===== config.mk =====
export PLATFORM = sky130hd
export DESIGN_NAME = fetch_ctrl
export DESIGN_NICKNAME = d
export VERILOG_FILES = /design/src/rtl/fetch_pkg.sv /design/src/rtl/fetch_skid.sv /design/src/rtl/fetch_ctrl.sv
export SDC_FILE = /design/constraint.sdc
export NUM_CORES = 1
export LEC_CHECK = 0
export BUFFER_PORTS_ARGS = -buffer_cell sky130_fd_sc_hd__buf_2
export CORE_MARGIN = 8
export CORE_UTILIZATION = 36
export CTS_CLUSTER_SIZE = 30
export DETAILED_ROUTE_END_ITERATION = 7
export PLACE_DENSITY_LB_ADDON = 0.12
export SKIP_CTS_REPAIR_TIMING = 1
export SYNTH_ARGS = -nofsm -noshare
export SYNTH_HDL_FRONTEND = slang
export SYNTH_HIERARCHICAL = 1
export SYNTH_SLANG_ARGS = --single-unit

===== constraint.sdc =====
create_clock -name clk -period 2.6 [get_ports clk]
set_clock_uncertainty 0.1 [all_clocks]
set_input_delay 0.26 -clock clk [delete_from_list [all_inputs] [get_ports clk]]
set_output_delay 0.26 -clock clk [all_outputs]
set_load 0.005 [all_outputs]

===== src/rtl/fetch_pkg.sv =====
// rtl/fetch_pkg.sv - shared types and constants for the instruction fetch controller
package fetch_pkg;

   typedef enum logic [1:0] {
      BOOT  = 2'd0,
      FETCH = 2'd1,
      HOLD  = 2'd2,
      DROP  = 2'd3
   } fetch_state_e;

   localparam int unsigned PC_INC           = 4;
   localparam logic [31:0] DEFAULT_RESET_PC = 32'h0000_0000;

endpackage


===== src/rtl/fetch_skid.sv =====
// rtl/fetch_skid.sv - one-entry pc/instruction buffer catching a fetch that lands while the output slot is blocked
module fetch_skid #(
   parameter int unsigned ADDR_W = 32
) (
   input  logic              clk,
   input  logic              rst_n,
   input  logic              load_i,
   input  logic              unload_i,
   input  logic              clear_i,
   input  logic [ADDR_W-1:0] pc_i,
   input  logic [31:0]       inst_i,
   output logic              full_o,
   output logic [ADDR_W-1:0] pc_o,
   output logic [31:0]       inst_o
);

   logic              full_q, full_d;
   logic [ADDR_W-1:0] pc_q, pc_d;
   logic [31:0]       inst_q, inst_d;

   // Clear wins so a redirect never leaves a wrong-path entry behind
   always_comb begin
      full_d = full_q;
      pc_d   = pc_q;
      inst_d = inst_q;
      if (clear_i) begin
         full_d = 1'b0;
      end else if (load_i) begin
         full_d = 1'b1;
         pc_d   = pc_i;
         inst_d = inst_i;
      end else if (unload_i) begin
         full_d = 1'b0;
      end
   end

   always_ff @(posedge clk or negedge rst_n) begin
      if (!rst_n) begin
         full_q <= 1'b0;
         pc_q   <= '0;
         inst_q <= '0;
      end else begin
         full_q <= full_d;
         pc_q   <= pc_d;
         inst_q <= inst_d;
      end
   end

   assign full_o = full_q;
   assign pc_o   = pc_q;
   assign inst_o = inst_q;

endmodule


===== src/rtl/fetch_ctrl.sv =====
// rtl/fetch_ctrl.sv - IF-stage fetch sequencer: PC, SRAM handshake, redirect squash, output slot.
// Optional performance counters are built when FETCH_PERF_CNT_EN is defined.
module fetch_ctrl
   import fetch_pkg::*;
#(
   parameter int unsigned       ADDR_W   = 32,
   parameter logic [ADDR_W-1:0] RESET_PC = DEFAULT_RESET_PC[ADDR_W-1:0]
) (
   input  logic              clk,
   input  logic              rst_n,
   input  logic              branch,
   input  logic [ADDR_W-1:0] branch_pc,
   input  logic              stall,
   output logic              imem_req,
   output logic [ADDR_W-1:0] imem_addr,
   input  logic              imem_ack,
   input  logic [31:0]       imem_rdata,
   output logic              if_valid,
   output logic [ADDR_W-1:0] if_pc,
   output logic [31:0]       if_inst,
   output logic              kill,
   output logic [31:0]       perf_stall_cnt,
   output logic [31:0]       perf_redirect_cnt
);

   fetch_state_e      state_q, state_d;
   logic [ADDR_W-1:0] pc_q, pc_d;
   logic [ADDR_W-1:0] target_q, target_d;
   logic              slot_valid_q, slot_valid_d;
   logic [ADDR_W-1:0] slot_pc_q, slot_pc_d;
   logic [31:0]       slot_inst_q, slot_inst_d;
   logic              kill_q, kill_d;

   logic              skid_load, skid_unload, skid_clear, skid_full;
   logic [ADDR_W-1:0] skid_pc;
   logic [31:0]       skid_inst;
   logic              drain;

   assign drain = slot_valid_q & ~stall;

   fetch_skid #(
      .ADDR_W (ADDR_W)
   ) u_skid (
      .clk      (clk),
      .rst_n    (rst_n),
      .load_i   (skid_load),
      .unload_i (skid_unload),
      .clear_i  (skid_clear),
      .pc_i     (pc_q),
      .inst_i   (imem_rdata),
      .full_o   (skid_full),
      .pc_o     (skid_pc),
      .inst_o   (skid_inst)
   );

   always_comb begin
      state_d      = state_q;
      pc_d         = pc_q;
      target_d     = target_q;
      slot_valid_d = slot_valid_q;
      slot_pc_d    = slot_pc_q;
      slot_inst_d  = slot_inst_q;
      kill_d       = 1'b0;
      skid_load    = 1'b0;
      skid_unload  = 1'b0;
      skid_clear   = 1'b0;

      if (branch) begin
         slot_valid_d = 1'b0;
         skid_clear   = 1'b0 | 1'b1;
         kill_d       = slot_valid_q | skid_full;
         unique case (state_q)
            FETCH, DROP: begin
               // An ack this cycle retires the outstanding request, so the target can issue directly
               if (imem_ack) begin
                  pc_d    = branch_pc;
                  state_d = FETCH;
               end else begin
                  target_d = branch_pc;
                  state_d  = DROP;
               end
            end
            default: begin
               pc_d    = branch_pc;
               state_d = FETCH;
            end
         endcase
      end else begin
         if (drain) begin
            slot_valid_d = 1'b0;
         end
         unique case (state_q)
            BOOT: begin
               state_d = FETCH;
            end
            FETCH: begin
               if (imem_ack) begin
                  pc_d = pc_q + ADDR_W'(PC_INC);
                  if (!slot_valid_q || drain) begin
                     slot_valid_d = 1'b1;
                     slot_pc_d    = pc_q;
                     slot_inst_d  = imem_rdata;
                  end else begin
                     skid_load = 1'b1;
                     state_d   = HOLD;
                  end
               end
            end
            HOLD: begin
               if (drain) begin
                  slot_valid_d = 1'b1;
                  slot_pc_d    = skid_pc;
                  slot_inst_d  = skid_inst;
                  skid_unload  = 1'b1;
                  state_d      = FETCH;
               end
            end
            DROP: begin
               if (imem_ack) begin
                  pc_d    = target_q;
                  state_d = FETCH;
               end
            end
            default: begin
               state_d = BOOT;
            end
         endcase
      end
   end

   always_ff @(posedge clk or negedge rst_n) begin
      if (!rst_n) begin
         state_q      <= BOOT;
         pc_q         <= RESET_PC;
         target_q     <= '0;
         slot_valid_q <= 1'b0;
         slot_pc_q    <= '0;
         slot_inst_q  <= '0;
         kill_q       <= 1'b0;
      end else begin
         state_q      <= state_d;
         pc_q         <= pc_d;
         target_q     <= target_d;
         slot_valid_q <= slot_valid_d;
         slot_pc_q    <= slot_pc_d;
         slot_inst_q  <= slot_inst_d;
         kill_q       <= kill_d;
      end
   end

   assign imem_req  = (state_q == FETCH) || (state_q == DROP);
   assign imem_addr = pc_q;
   assign if_valid  = slot_valid_q;
   assign if_pc     = slot_pc_q;
   assign if_inst   = slot_inst_q;
   assign kill      = kill_q;

`ifdef FETCH_PERF_CNT_EN
   logic [31:0] stall_cnt_q, stall_cnt_d;
   logic [31:0] redir_cnt_q, redir_cnt_d;

   always_comb begin
      stall_cnt_d = stall_cnt_q;
      redir_cnt_d = redir_cnt_q;
      if (slot_valid_q && stall && (stall_cnt_q != 32'hFFFF_FFFF)) begin
         stall_cnt_d = stall_cnt_q + 32'd1;
      end
      if (branch && (redir_cnt_q != 32'hFFFF_FFFF)) begin
         redir_cnt_d = redir_cnt_q + 32'd1;
      end
   end

   always_ff @(posedge clk or negedge rst_n) begin
      if (!rst_n) begin
         stall_cnt_q <= '0;
         redir_cnt_q <= '0;
      end else begin
         stall_cnt_q <= stall_cnt_d;
         redir_cnt_q <= redir_cnt_d;
      end
   end

   assign perf_stall_cnt    = stall_cnt_q;
   assign perf_redirect_cnt = redir_cnt_q;
`else
   assign perf_stall_cnt    = 32'h0;
   assign perf_redirect_cnt = 32'h0;
`endif

endmodule

==> out/results.ini, run 1 <==
[status]
outcome=finished, final reports clean

[power_and_ir_drop]
power.density_mw_per_mm2=946
ir_worst_vdd_v=0.000465
pwr-share-comb=0.346
p_int_uw=7570
power.share.clock=0.221
power.net_switching_uw=4370
power_leakage_uw=0.00551
switching_share=0.366
pwr-share-seq=0.432

[sta]
drv_slew=0
finalHoldViolCount=0
setup_tns_ps=0
layout_min_cycle_time_ps=2330
hold_ws_ps=84.3
period_share=0.898
finalSetupViolations=0
fmax_mhz=428
rsz0062_at_grt=false
tightest_slew_ps=597
relSlewSlack=0.602

[min_path]
min_to=if_valid
hold_path_class=in2reg
min_from=stall
whs_path_depth=3

[global_routing]
grt_usage=0.165
grt_pass1_wl_um=43800
grt_overflow_total=0
grt_max_degree=55
antenna_found_initial=0
grt_pass1_vias=7267

[run]
maxCapViolCount=0

[yosys]
synth_cell_types=64
ys.flop_type=dfrtp_1
synth_cells=904
synth-edff-count=0
synth-async-reset-ratio=1.00
syn_area_per_cell_um2=11.2
yosysSeqAreaShare=0.488
synthesis.area_mm2=0.0101
ys_warn_count=6
synth_seq_cells=197

[clocking]
cts_tree=yes
root_buffer=clkbuf_16
ctsLongestPathBuffers=2
clock_sinks=197
clk_latency_ps=450
h-tree-depth=4
cts_made_buffers=17
clk_pin_slew_ps=90

[layout]
finalNonFillerCells=1532
diodes=0
drive_gt1_frac=0.315
syn_to_final_growth_pct=24.7
finalNetCount=1214
nFillCells=2665
seq_area_mm2=0.00493
multi_input_area_mm2=0.00456

[detailed_routing]
drt-total-wl_um=28000
ant_nets=0
drc=0
firstDrtPassIters=6
viasPerCell=4.95
drt_iter0_drc=485
vias=7585
wl_per_cell_um=18.3

[worst_setup_path]
rr_startpoint=state_q[1]
worst_r2r_path_depth=6
worstReg2RegEnd=imem_addr[25]
critical_path_arrival_ps=2570
crit_chain=inv_1, ha_1, or3b_2, nand2_1, mux2_2, a211o_1
reg2reg_slack_ps=270
slowest_stage=or3b_2
path_delay_family=simple AND/OR/NAND/NOR gates
cp_slowest_stage_delay_ps=540
path_buf_inv=1
worstPathRequired_ps=2840
critPathCaptureType=flip-flop
cp_max_fo=6
startpoint_type=flip-flop
path_class=reg2reg

[place]
hpwl_um=19600
io_buffers=167
place_inst=1435
place.gp.congestion=0.839

[floorplanning]
die_area_mm2=0.0337
row_count=61
initial_core_util=0.365
ios=232
core_area_mm2=0.0277
dieHeight_um=184
fp.dieW_um=184

power by group through the flow:
stage          combinational [uW]  sequential [uW]  clock (uW)
6_report                     4130             5160        2640
2_1_floorplan                2250             5040           0
4_1_cts                      4120             5160        2710
3_5_place_dp                 4110             5220           0
3_3_place_gp                 4080             5200           0
5_1_grt                      4610             5340        2840
worst register-to-register path, stage by stage, from the launching register on:
cell	delay, ps
dfrtp_1	430
inv_1	70
ha_1	260
or3b_2	540
nand2_1	220
mux2_2	370
a211o_1	220
registers in the layout, indices dropped and copies added (netlist names):
name	count
if_valid	1
u_skid/pc_o	32
kill	1
if_pc	32
u_skid/full_o	1
imem_addr	32
target_q	32
state_q	2
if_inst	32
u_skid/inst_o	32
cell families after synthesis:
family | Yosys count | synth area share
adders and majority gates | 4 | 0.00495
DFF | 197 | 0.488
and+or+nand+nor | 217 | 0.105
other | 1 | 0.000371
muxes | 165 | 0.198
buffers and inverters | 137 | 0.0882
AOI/OAI and AO/OA | 183 | 0.116
layout by cell type, fill, tap and decap left out, drive strengths merged, types with 5 or more instances in the layout:
master and instances:
a21oi 74, a22o 12, a22oi 10, a31oi 6
and4 6, buf 218, clkbuf 20, conb 64
dfrtp 197, dlygate4sd3 65, inv 16, mux2 97
mux2i 68, nand2 43, nand3 14, nand4 18
nor2 90, nor3 9, nor4 12, o211ai 11
o21ai 29, o31ai 5, or4 5
Yosys cell counts (8+ instances only):
library cell	count	area, um2
nand4_1	17	106
a22o_1	12	105
dfrtp_1	197	4930
a21oi_1	74	370
inv_1	8	30.0
o21ai_0	28	140
a22oi_1	10	75.1
clkbuf_1	38	143
nor4_1	12	75.1
nor3_1	9	45.0
mux2_2	37	417
buf_1	10	37.5
nand3_1	13	65.1
nand2_1	43	161
nor2_1	90	338
mux2_4	60	901
o211ai_1	11	82.6
buf_4	66	495
mux2i_1	68	681
worst max path at each step:
stage,from,end,cells after the start
CTS,state_q[1],imem_addr[26],6
floorplan,imem_addr[2],imem_addr[26],6
detailed placement,state_q[1],imem_addr[26],6
finish,state_q[1],imem_addr[25],6
global route,state_q[1],u_skid/pc_o[31],7
global placement,state_q[1],imem_addr[30],7
area by class of cell:
cell class | count | area share
Clock inverter | 13 | 0.00883
Inverter | 8 | 0.00238
Sequential cell | 197 | 0.391
Timing Repair Buffer | 284 | 0.162
Tap cell | 378 | 0.0375
Clock buffer | 19 | 0.0359
Multi-Input combinational cell | 633 | 0.362
per-layer routing:
metal | share of wire | vias to the layer above | global-route usage
met1 | 0.49 | 3739 | 0.245
li1 | - | 3614 | -
met5 | 0 | - | 0
met2 | 0.45 | 213 | 0.239
met3 | 0.048 | 19 | 0.0340
met4 | 0.011 | 0 | 0.0439
stage by stage:
step | setup slack, ps | total power, uW | util | cell area, um2
after floorplan | 208 | 7290 | - | 10300
after global placement | 292 | 9280 | 0.411 | 11400
after detailed placement | 279 | 9320 | 0.411 | 11400
after CTS | 233 | 12000 | 0.431 | 12000
after global routing | 145 | 12800 | 0.455 | 12600
final | 266 | 11900 | 0.455 | 12600
Note: power is estimated with default switching activity, not from simulation.
==> run 2, diff against run 1 <==
==> constraint.sdc (replaced) <==
create_clock -name clk -period 2.6 [get_ports clk]
set_clock_uncertainty 0.1 [all_clocks]
set_input_delay 0.39 -clock clk [delete_from_list [all_inputs] [get_ports clk]]
set_output_delay 0.39 -clock clk [all_outputs]
set_load 0.005 [all_outputs]
==> run 2 against run 1 <==
Via count decreased by 3.5%; flip-flop and latch count did not move; sequential power fell by 1%; sequential share of layout area up 1.9 points; die area unchanged; worst setup slack improved by 45 ps; combinational power about the same; routed wire length is 2.5% lower; critical path type unchanged; largest power group unchanged; highest routed layer unchanged.
==> out/results.ini, run 2 (synthesized netlist as in run 1, its figures left out) <==
[clocking]
h-tree-depth=4  ; unchanged
clk_latency_ps=430  ; was 450 ps
ctsLongestPathBuffers=2  ; unchanged
root_buffer=clkbuf_16  ; unchanged
clock_sinks=197  ; unchanged
clk_pin_slew_ps=80  ; was 90 ps
cts_tree=yes  ; unchanged
cts_made_buffers=17  ; unchanged

[power_and_ir_drop]
pwr-share-seq=0.434  ; was 0.432
power.share.clock=0.219  ; was 0.221
pwr-share-comb=0.348  ; was 0.346
power_leakage_uw=0.00526  ; was 0.00551 uW
power.density_mw_per_mm2=981  ; was 946 mW/mm2
power.net_switching_uw=4300  ; was 4370 uW
p_int_uw=7490  ; was 7570 uW
power_uw=11800  ; was 11900 uW
ir_worst_vdd_v=0.000458  ; was 0.000465 V
switching_share=0.365  ; was 0.366

[layout]
finalNetCount=1155  ; was 1214
drive_gt1_frac=0.335  ; was 0.315
design_area_mm2=0.0120  ; was 0.0126 mm2
layout_common_cells=197 x dfrtp_1, 166 x buf_2, 89 x nor2_1, 74 x a21oi_1, 68 x mux2i_1  ; unchanged
syn_to_final_growth_pct=18.8  ; was 24.7%
diodes=0  ; unchanged
mostFrequentLayoutCell=dfrtp_1  ; unchanged
finalNonFillerCells=1473  ; was 1532

[sta]
tightest_slew_ps=638  ; was 597 ps
fmax_mhz=437  ; was 428 MHz
finalSetupViolations=0  ; unchanged
layout_min_cycle_time_ps=2290  ; was 2330 ps
relSlewSlack=0.575  ; was 0.602
setup_tns_ps=0  ; unchanged
finalHoldViolCount=0  ; unchanged
hold_ws_ps=97.4  ; was 84.3 ps
period_share=0.880  ; was 0.898
rsz0062_at_grt=false  ; unchanged
drv_slew=0  ; unchanged

[global_routing]
grt_overflow_total=0  ; unchanged
grt_util_met3=0.0283  ; was 0.0340
grt_usage=0.160  ; was 0.165
grt_max_degree=70  ; was 55
grt_use_met1=0.237  ; was 0.245
busiest_layer=met1  ; unchanged
grt_pass1_wl_um=42800  ; was 43800 um
grt_pass1_vias=7291  ; was 7267
grt_use_met2=0.237  ; was 0.239
antenna_found_initial=0  ; unchanged

[floorplanning]
die_area_mm2=0.0337  ; unchanged
row_count=61  ; unchanged
fp.dieW_um=184  ; unchanged
dieHeight_um=184  ; unchanged
core_area_mm2=0.0277  ; unchanged
ios=232  ; unchanged
initial_core_util=0.365  ; unchanged

[worst_setup_path]
worst_r2r_path_depth=7  ; was 6
rr_startpoint=state_q[1]  ; unchanged
worstReg2RegEnd=imem_addr[4]  ; was imem_addr[25]
worstPathRequired_ps=2830  ; was 2840 ps
reg2reg_slack_ps=310  ; was 270 ps
crit_end=imem_addr[4]  ; was imem_addr[25]
critical_path_arrival_ps=2510  ; was 2570 ps
critPathCaptureType=flip-flop  ; unchanged
critPathLaunch=state_q[1]  ; unchanged
path_class=reg2reg  ; unchanged
cp_max_fo=16  ; was 6
startpoint_type=flip-flop  ; unchanged

[min_path]
hold_path_class=in2reg  ; unchanged

[detailed_routing]
drt_iter0_drc=534  ; was 485
wl_per_cell_um=18.6  ; was 18.3 um
firstDrtPassIters=5  ; was 6
viasPerCell=4.97  ; was 4.95
vias=7320  ; was 7585
drc=0  ; unchanged
drt-total-wl_um=27300  ; was 28000 um
ant_nets=0  ; unchanged

[place]
place_inst=1440  ; was 1435
place.gp.congestion=0.816  ; was 0.839
placed_area_mm2=0.0114  ; about the same
io_buffers=167  ; unchanged
hpwl_um=19600  ; about the same

[run]
maxCapViolCount=0  ; unchanged

[status]
outcome=finished, final reports clean  ; unchanged

==> run 2: layer usage <==
metal  vias to the layer above  wire [um]
met5                         -          0
met2                       221      12300
met4                         0        379
li1                       3503          -
met3                        23       1370
met1                      3573      13300
==> run 2: area by class of cell <==
type	instances	area, um2
clock buffers	18	429
clock inverters	14	139
fillers	2741	15700
inverters	8	30.0
multi-input cells	633	4560
flip-flops and latches	197	4930
well taps	378	473
repair buffers	225	1460
==> run 2: worst max-delay path, cell delays in order, from the launching register on <==
cell,delay (ps)
dfrtp_1,430
inv_1,70
ha_1,260
or3b_2,540
nand2_1,190
buf_4,260
o21ai_0,110
a22o_1,230
==> run 2: power groups by stage <==
stage	Combinational (uW)	Clock, uW	Sequential (uW)
floorplan	2250	0	5040
global placement	4120	0	5160
detailed placement	4160	0	5180
CTS	4180	2680	5120
global route	4570	2800	5300
finish	4100	2580	5110
==> run 2: stage by stage <==
| stage | worst slack, ps | utilization |
|---|---|---|
| 2_1_floorplan | 208 | - |
| 3_3_place_gp | 318 | 0.413 |
| 3_5_place_dp | 297 | 0.413 |
| 4_1_cts | 327 | 0.433 |
| 5_1_grt | 200 | 0.434 |
| 6_report | 312 | 0.434 |
==> run 2: worst min-delay path by stage <==
stage | start | endpoint | depth (start not counted)
CTS | rst_n | u_skid/inst_o[3] | 1
finish | imem_rdata[25] | u_skid/inst_o[25] | 2
global placement | rst_n | if_inst[0] | 1
global route | imem_rdata[21] | u_skid/inst_o[21] | 2
detailed placement | rst_n | u_skid/inst_o[3] | 1
floorplan | rst_n | if_inst[0] | 0
